**src/rtl/ic555_pkg.sv**
```systemverilog
// Shared types for the 555 astable sequencer.
//   state_e     : sequencer states (S_ prefix keeps them clear of the RST_HOLD parameter)
//   CNT_W_DEF   : default phase-counter / measurement width
//   meas_pair_t : one completed period (charge length, discharge length)
package ic555_pkg;

  localparam int CNT_W_DEF = 16;

  typedef enum logic [2:0] {
    S_IDLE,
    S_RST_HOLD,
    S_CHARGE,
    S_DISCHARGE,
    S_FAULT
  } state_e;

  typedef struct packed {
    logic [CNT_W_DEF-1:0] hi;
    logic [CNT_W_DEF-1:0] lo;
  } meas_pair_t;

endpackage

```
**src/rtl/ic555_phase_cnt.sv**
```systemverilog
// Saturating phase counter with clear, enable and timeout flag.
//   clk, rst : clock, async active-high reset
//   clr_i    : restart; together with en_i the counter reads 1 in the next
//              cycle (the first cycle of a new phase), alone it loads 0
//   en_i     : count one cycle, saturating at all-ones
//   cnt_o    : current count
//   tmo_o    : count has reached TIMEOUT
module ic555_phase_cnt #(
  parameter int CNT_W   = 16,
  parameter int TIMEOUT = 65535
) (
  input  logic             clk,
  input  logic             rst,
  input  logic             clr_i,
  input  logic             en_i,
  output logic [CNT_W-1:0] cnt_o,
  output logic             tmo_o
);

  localparam logic [CNT_W-1:0] ONE = CNT_W'(1);
  localparam logic [CNT_W-1:0] TMO = CNT_W'(TIMEOUT);

  logic [CNT_W-1:0] cnt_q, cnt_d;

  always_comb begin
    cnt_d = cnt_q;
    if (clr_i)                 cnt_d = en_i ? ONE : '0;
    else if (en_i && ~&cnt_q)  cnt_d = cnt_q + ONE;
  end

  always_ff @(posedge clk or posedge rst) begin
    if (rst) cnt_q <= '0;
    else     cnt_q <= cnt_d;
  end

  assign cnt_o = cnt_q;
  assign tmo_o = (cnt_q >= TMO);

endmodule

```
**src/rtl/ic555_astable_ctrl.sv**
```systemverilog
// Digital sequencer for a 555 astable stage.
// Reads the trigger (< vcc/3) and threshold (> 2vcc/3) comparators, drives the
// 555 reset pin and discharge switch, measures charge/discharge phase lengths
// in clk cycles and offers each completed period on a valid/ready port.
// Ports:
//   clk, rst               : clock, async active-high reset
//   en                     : run request (0 forces IDLE)
//   cmp_trig, cmp_thresh   : comparator decisions
//   ic_rst_n, dis_en, out_q: 555 pin4, pin7 switch, charge-phase indicator
//   meas_valid/meas_ready  : measurement handshake
//   meas_hi, meas_lo       : charge / discharge lengths of the offered pair
//   meas_ovr               : sticky, a pair was dropped
//   fault                  : sticky while faulted, phase timeout
// Build option: define ASTABLE_SYNC_EN to pass both comparators through a
// 2-flop synchronizer (adds 2 cycles latency, phase lengths unchanged).
module ic555_astable_ctrl
  import ic555_pkg::*;
#(
  parameter int CNT_W    = CNT_W_DEF,
  parameter int RST_HOLD = 4,
  parameter int TIMEOUT  = 65535
) (
  input  logic             clk,
  input  logic             rst,
  input  logic             en,
  input  logic             cmp_trig,
  input  logic             cmp_thresh,
  output logic             ic_rst_n,
  output logic             dis_en,
  output logic             out_q,
  output logic             meas_valid,
  input  logic             meas_ready,
  output logic [CNT_W-1:0] meas_hi,
  output logic [CNT_W-1:0] meas_lo,
  output logic             meas_ovr,
  output logic             fault
);

  logic trig, thresh;

`ifdef ASTABLE_SYNC_EN
  logic [1:0] trig_sync_q, thresh_sync_q;
  always_ff @(posedge clk or posedge rst) begin
    if (rst) begin
      trig_sync_q   <= '0;
      thresh_sync_q <= '0;
    end else begin
      trig_sync_q   <= {trig_sync_q[0], cmp_trig};
      thresh_sync_q <= {thresh_sync_q[0], cmp_thresh};
    end
  end
  assign trig   = trig_sync_q[1];
  assign thresh = thresh_sync_q[1];
`else
  assign trig   = cmp_trig;
  assign thresh = cmp_thresh;
`endif

  state_e           state_q, state_d;
  logic [CNT_W-1:0] cnt;
  logic             tmo;
  logic             cnt_clr, cnt_en;
  logic             chg_exit, dis_exit, pair_new, xfer;

  logic [CNT_W-1:0] hi_tmp_q, hi_tmp_d;
  logic [CNT_W-1:0] hi_q, hi_d, lo_q, lo_d;
  logic             valid_q, valid_d;
  logic             ovr_q, ovr_d;
  logic             fault_q, fault_d;
  logic             primed_q, primed_d;

  // The same counter times RST_HOLD and both oscillator phases; any state
  // change restarts it so the first cycle of a phase reads 1.
  ic555_phase_cnt #(
    .CNT_W   (CNT_W),
    .TIMEOUT (TIMEOUT)
  ) u_cnt (
    .clk   (clk),
    .rst   (rst),
    .clr_i (cnt_clr),
    .en_i  (cnt_en),
    .cnt_o (cnt),
    .tmo_o (tmo)
  );

  always_comb begin
    state_d = state_q;
    unique case (state_q)
      S_IDLE:      if (en) state_d = S_RST_HOLD;
      S_RST_HOLD:  if (cnt == CNT_W'(RST_HOLD)) state_d = S_CHARGE;
      // exit condition is checked first so it wins over a coincident timeout
      S_CHARGE:    if (thresh) state_d = S_DISCHARGE;
                   else if (tmo) state_d = S_FAULT;
      S_DISCHARGE: if (trig) state_d = S_CHARGE;
                   else if (tmo) state_d = S_FAULT;
      S_FAULT:     state_d = S_FAULT;
      default:     state_d = S_IDLE;
    endcase
    if (!en) state_d = S_IDLE;
  end

  assign cnt_clr  = (state_d != state_q);
  assign cnt_en   = (state_d == S_RST_HOLD) || (state_d == S_CHARGE) ||
                    (state_d == S_DISCHARGE);
  assign chg_exit = (state_q == S_CHARGE)    && (state_d == S_DISCHARGE);
  assign dis_exit = (state_q == S_DISCHARGE) && (state_d == S_CHARGE);
  // first period after IDLE starts from 0 V, so it is never emitted
  assign pair_new = dis_exit && primed_q;
  assign xfer     = valid_q && meas_ready;

  always_comb begin
    hi_tmp_d = chg_exit ? cnt : hi_tmp_q;
    primed_d = (state_q == S_IDLE) ? 1'b0 : (dis_exit ? 1'b1 : primed_q);
    hi_d     = hi_q;
    lo_d     = lo_q;
    valid_d  = valid_q;
    ovr_d    = ovr_q;
    if (pair_new) begin
      // a pair landing on a transfer cycle replaces the one leaving
      if (!valid_q || xfer) begin
        hi_d    = hi_tmp_q;
        lo_d    = cnt;
        valid_d = 1'b1;
      end else begin
        ovr_d   = 1'b1;
      end
    end else if (xfer) begin
      valid_d = 1'b0;
    end
    fault_d = fault_q;
    if (state_d == S_FAULT)     fault_d = 1'b1;
    else if (state_d == S_IDLE) fault_d = 1'b0;
  end

  always_ff @(posedge clk or posedge rst) begin
    if (rst) begin
      state_q  <= S_IDLE;
      hi_tmp_q <= '0;
      hi_q     <= '0;
      lo_q     <= '0;
      valid_q  <= 1'b0;
      ovr_q    <= 1'b0;
      fault_q  <= 1'b0;
      primed_q <= 1'b0;
    end else begin
      state_q  <= state_d;
      hi_tmp_q <= hi_tmp_d;
      hi_q     <= hi_d;
      lo_q     <= lo_d;
      valid_q  <= valid_d;
      ovr_q    <= ovr_d;
      fault_q  <= fault_d;
      primed_q <= primed_d;
    end
  end

  always_comb begin
    ic_rst_n = 1'b0;
    dis_en   = 1'b1;
    out_q    = 1'b0;
    unique case (state_q)
      S_CHARGE: begin
        ic_rst_n = 1'b1;
        dis_en   = 1'b0;
        out_q    = 1'b1;
      end
      S_DISCHARGE: ic_rst_n = 1'b1;
      default: ;
    endcase
  end

  assign meas_valid = valid_q;
  assign meas_hi    = hi_q;
  assign meas_lo    = lo_q;
  assign meas_ovr   = ovr_q;
  assign fault      = fault_q;

endmodule

```
**config.mk**
```make
export PLATFORM = sky130hd
export DESIGN_NAME = ic555_astable_ctrl
export DESIGN_NICKNAME = d
export VERILOG_FILES = /design/src/rtl/ic555_pkg.sv /design/src/rtl/ic555_phase_cnt.sv /design/src/rtl/ic555_astable_ctrl.sv
export SDC_FILE = /design/constraint.sdc
export NUM_CORES = 1
export LEC_CHECK = 0
export ABC_AREA = 1
export BUFFER_PORTS_ARGS = -buffer_cell sky130_fd_sc_hd__buf_2
export CAP_MARGIN = 0
export CORE_UTILIZATION = 55
export CTS_CLUSTER_DIAMETER = 40
export DETAILED_ROUTE_END_ITERATION = 7
export PLACE_DENSITY = 0.76
export SLEW_MARGIN = 20
export SYNTH_ARGS = -nofsm -noshare
export SYNTH_HDL_FRONTEND = slang
export SYNTH_SLANG_ARGS = --single-unit
```
**constraint.sdc**
```tcl
create_clock -name clk -period 2.2 [get_ports clk]
set_input_delay 0.11 -clock clk [delete_from_list [all_inputs] [get_ports clk]]
set_output_delay 0.11 -clock clk [all_outputs]
set_load 0.05 [all_outputs]
```
==> results summary <==
The area of the multi-input gates is 1500 µm². The flip-flop and latch area came out at around 1800 µm². By area the synthesized netlist is led by sky130_fd_sc_hd__dfrtp_1 52%, sky130_fd_sc_hd__nand2_1 17%, sky130_fd_sc_hd__nand4_1 6.2%, sky130_fd_sc_hd__nor2_1 5.1%, sky130_fd_sc_hd__nand3_1 3.8%. Derived from the worst setup path, the maximum achievable clock frequency is 0.465 GHz. The biggest area contributor in the post-synthesis netlist is sky130_fd_sc_hd__dfrtp_1.

The proportion of total power due to net switching is 22.8%. After detailed routing, the number of remaining DRC violations is 0. The proportion of synthesized chip area in sequential cells came out at 51.5%. The critical path goes through ha_2 -> nand2_2 -> nor2_4 -> nand2_4 -> o21ai_2 -> nand3_2 -> nand2_2 -> inv_2 -> nor3_4 -> buf_12 -> nand3_4 -> buf_12 -> nand2_1 -> nand2_1. The worst max-slew margin expressed relative to the limit came out at 75.2%.

The via count of the first global-routing pass came to 2741. Setup repair after global routing could not meet its margin everywhere. The number of cells in the design after placement is 560. The initial antenna violation count came out at 0. The worst path meets setup with approximately 49 ps of slack. The maximum count of clock buffers along a single path came out at 2.

From synthesis to final layout, the design area changed by 25.4%. Among all flip-flop cells after synthesis, the most frequent one is sky130_fd_sc_hd__dfrtp_1. The final-layout fill cell count came out at 465.

The Yosys warning count is 0. The placer's final routability congestion estimate came out at 0.933. The worst register-to-register path has a setup slack of 50 ps. The number of maximum-capacitance violations is 0. The largest net degree at the start of global routing came out at 40. The number of hold violations in the final report is 0.

The register bit total from synthesis is 71. The maximum fanout along the worst path is 25. IR analysis of the VDD net gives a maximum drop of 0.583 mV. The part of the power in registers came out at 46.3%.

The core region area came out at 5990 µm². The initial core utilization came out at between 50 and 60%. The power after layout is slightly below 3 mW. The wire length reported by the detailed router is around 7.9 mm. The root cell of the clock tree is sky130_fd_sc_hd__clkbuf_8. The share of synthesized flip-flops with an asynchronous set or reset came out at 100%. The power density over cell area is approximately 670 nW/µm². The count of antenna-violating nets left after detailed routing came out at 0. Each instance of the synthesized netlist takes up on average 7.95 µm². The first-pass iteration count of the detailed router came out at 4. The summed instance area of the synthesized netlist came out at 3450 µm². The final core utilization is 72.2%. The post-detailed-route via-to-cell ratio came out at roughly 5.3. Clock tree synthesis inserted a total of 9 buffers. The clock share of power is 45.2%. The TritonCTS sink count came out at 71. The share of layout cells above drive strength 1 is 24.3%.

TritonCTS built the clock tree. The area fraction of the dominant cell type after synthesis came out at 51.5%. The run finished with clean final reports. In this run the static leakage power is between 2 and 2.5 nW. The max-slew violation count is 0.

The final critical path takes up 97.8% of the cycle. The deepest level of the CTS H-tree came out at 3. The data arrival at the endpoint of the critical path came out at 2390 ps.

The average wire per cell in the routed design came out at roughly 14 µm. The initial detailed-routing violation count is between 150 and 200. The overall global routing resource usage came out at between 20% and 30%. STA classifies the critical path endpoint as a flop. The slew of the pin with the lowest slew margin is 372 ps. The worst path needs 2150 ps of the cycle, external delays included.

The commonest cells after synthesis are 157 x sky130_fd_sc_hd__nand2_1, 71 x sky130_fd_sc_hd__dfrtp_1, 47 x sky130_fd_sc_hd__nor2_1. The die is 81.2 µm tall. The worst setup path is launched from a flop. The detailed router placed 3077 vias in this run. The share of total power in combinational logic came out at 8.5%.

The number of nets at the end of the flow came out at 510. On the final layout, the worst clock skew is 5.46 ps. The count of port buffers added during placement came out at 43. The aggregate global routing overflow came out at 0. The wire-length estimate of the detail-placed layout is roughly 5.5 mm. The first global-routing pass estimated around 13 mm of wire. The repair_antennas step left the layout with diodes totalling 0. The setup-violating endpoint count in the final report came out at 0. The floorplan step defined a die boundary enclosing 6590 µm². The total negative slack for setup checks is 0 ps.

The classification of the worst-slack hold path is input port to flop. The reported net switching power came out at 0.661 mW. The worst path required time is about 2400 ps. On the critical path, the stage with the largest delay is an instance of sky130_fd_sc_hd__dfrtp_1. The cell count after synthesis is 434. The count of distinct cell types in the synthesized netlist is 28. After floorplanning, the core was divided into 28 placement rows.

The internal power consumption came out at about 2.2 mW. The number of enable-type register cells in the synthesized netlist came out at 0. The placement-stage worst setup slack is -155 ps.

The post-layout instance count excluding filler cells came out at about 580. The critical path is of the flop to flop type. sky130_fd_sc_hd__nand2_1 is the most common cell in the netlist.

The highest cell delay on the worst timing path is 390 ps. The number of ports placed on the die boundary came out at between 40 and 50. The clock reaches the later pin of the worst-skew pair after around 350 ps. The clock transition at the register clock pins on the worst setup and hold paths after CTS came out at ~70 ps. The x dimension of the die came out at 81.2 µm.

The net count of the mapped netlist came out at 442.
-- layout by cell type, fill, tap and decap left out --
cell | Yosys | routed
sky130_fd_sc_hd__inv_2 | 5 | 8
sky130_fd_sc_hd__buf_12 | 0 | 7
sky130_fd_sc_hd__nand3b_1 | 4 | 4
sky130_fd_sc_hd__o31ai_1 | 1 | 1
sky130_fd_sc_hd__nor2_1 | 47 | 46
sky130_fd_sc_hd__nand2_2 | 2 | 5
sky130_fd_sc_hd__dlygate4sd3_1 | 0 | 1
sky130_fd_sc_hd__ha_2 | 0 | 1
sky130_fd_sc_hd__nor3_4 | 2 | 2
sky130_fd_sc_hd__nand3_4 | 2 | 2
sky130_fd_sc_hd__dfrtp_1 | 71 | 71
sky130_fd_sc_hd__a21oi_1 | 1 | 1
sky130_fd_sc_hd__nand3_1 | 26 | 23
sky130_fd_sc_hd__nand2_1 | 157 | 153
sky130_fd_sc_hd__o21ai_2 | 0 | 1
sky130_fd_sc_hd__and3_1 | 1 | 1
sky130_fd_sc_hd__buf_4 | 4 | 25
sky130_fd_sc_hd__o21ai_0 | 17 | 17
sky130_fd_sc_hd__buf_6 | 3 | 1
sky130_fd_sc_hd__o211ai_1 | 1 | 1
sky130_fd_sc_hd__nand2_4 | 0 | 1
sky130_fd_sc_hd__clkinv_2 | 0 | 1
sky130_fd_sc_hd__buf_2 | 2 | 43
sky130_fd_sc_hd__clkinv_4 | 0 | 1
sky130_fd_sc_hd__nand3_2 | 1 | 4
sky130_fd_sc_hd__clkbuf_8 | 0 | 11
sky130_fd_sc_hd__ha_4 | 0 | 1
sky130_fd_sc_hd__nand4_1 | 34 | 34
sky130_fd_sc_hd__nor3_1 | 4 | 3
sky130_fd_sc_hd__bufinv_16 | 0 | 3
sky130_fd_sc_hd__nor3_2 | 1 | 2
sky130_fd_sc_hd__inv_1 | 28 | 25
sky130_fd_sc_hd__clkinv_1 | 2 | 2
sky130_fd_sc_hd__o21bai_1 | 1 | 1
sky130_fd_sc_hd__nor2_4 | 0 | 4
-- metrics by stage --
step / instance area, µm² / hold WS, ps
finish: 4320 / 135
global route: 4320 / 140
CTS: 4200 / 121
detailed placement: 3900 / 98.9
global placement: 3900 / 97.9
floorplan: 3450 / 271
-- path summary, 6_finish.rpt --
check,start,to,cells past startpoint
worst max-delay path,u_cnt.cnt_o[0],meas_lo[0],14
worst min-delay path,en,state_q[1],3
worst max register to register,u_cnt.cnt_o[0],meas_lo[0],14
worst min register to register,meas_hi[12],meas_hi[12],2
max in group asynchronous,rst,hi_tmp_q[0],4
min in group asynchronous,rst,meas_hi[13],3
-- sequential cells by signal, indices dropped and copies added, names as in the netlist --
name / cells
hi_tmp_q: 16
meas_hi: 16
meas_lo: 16
u_cnt.cnt_o: 16
state_q: 3
fault: 1
meas_ovr: 1
meas_valid: 1
primed_q: 1
-- worst max-delay path: cells and delay by family (launching register included) --
kind                       cells  cell delay, ps
DFF                            1             390
AOI/OAI and AO/OA              1             160
buffers and inverters          3             370
adders and majority gates      1             210
and+or+nand+nor                9             890
-- routing by layer --
| metal | track usage (%) | share of wire (%) | up-vias |
|---|---|---|---|
| met5 | 0 | 0 | - |
| met4 | 10.2 | 1.1 | 0 |
| met3 | 6.74 | 5.4 | 8 |
| met2 | 40.4 | 48 | 95 |
| met1 | 33.8 | 45 | 1438 |
| li1 | - | - | 1536 |
-- cell families after synthesis --
kind of cell / share of synthesized area (%)
simple gates: 37.2
flops: 51.5
buf+inv: 7.15
compound gates: 3.41
fa+ha+maj: 0.725
-- final cells by class --
type / instances / share of cell area [%]
tap: 75 / 2.17
sequential: 71 / 41.1
inverter: 35 / 3.04
clock inverter: 5 / 2.40
multi-input combinational: 308 / 34.8
timing repair buffer: 77 / 13.0
clock buffer: 11 / 3.50
-- power groups by stage --
stage	Clock [mW]	Sequential (mW)	Combinational [mW]
final	1.31	1.34	0.247
after CTS	1.33	1.34	0.214
after floorplan	0	1.37	0.121
after global placement	0	1.36	0.207
after detailed placement	0	1.36	0.210
after global routing	1.39	1.34	0.273
-- timing repair --
action,in CTS,in global routing
buffers inserted,1,4
pin swaps,1,3
hold buffers,1,0
resized for setup,2,22
endpoints found under the setup margin,43,49
gates cloned,0,0
endpoints found under the hold margin,15,0
No activity file was read; power rests on OpenSTA's default activity.
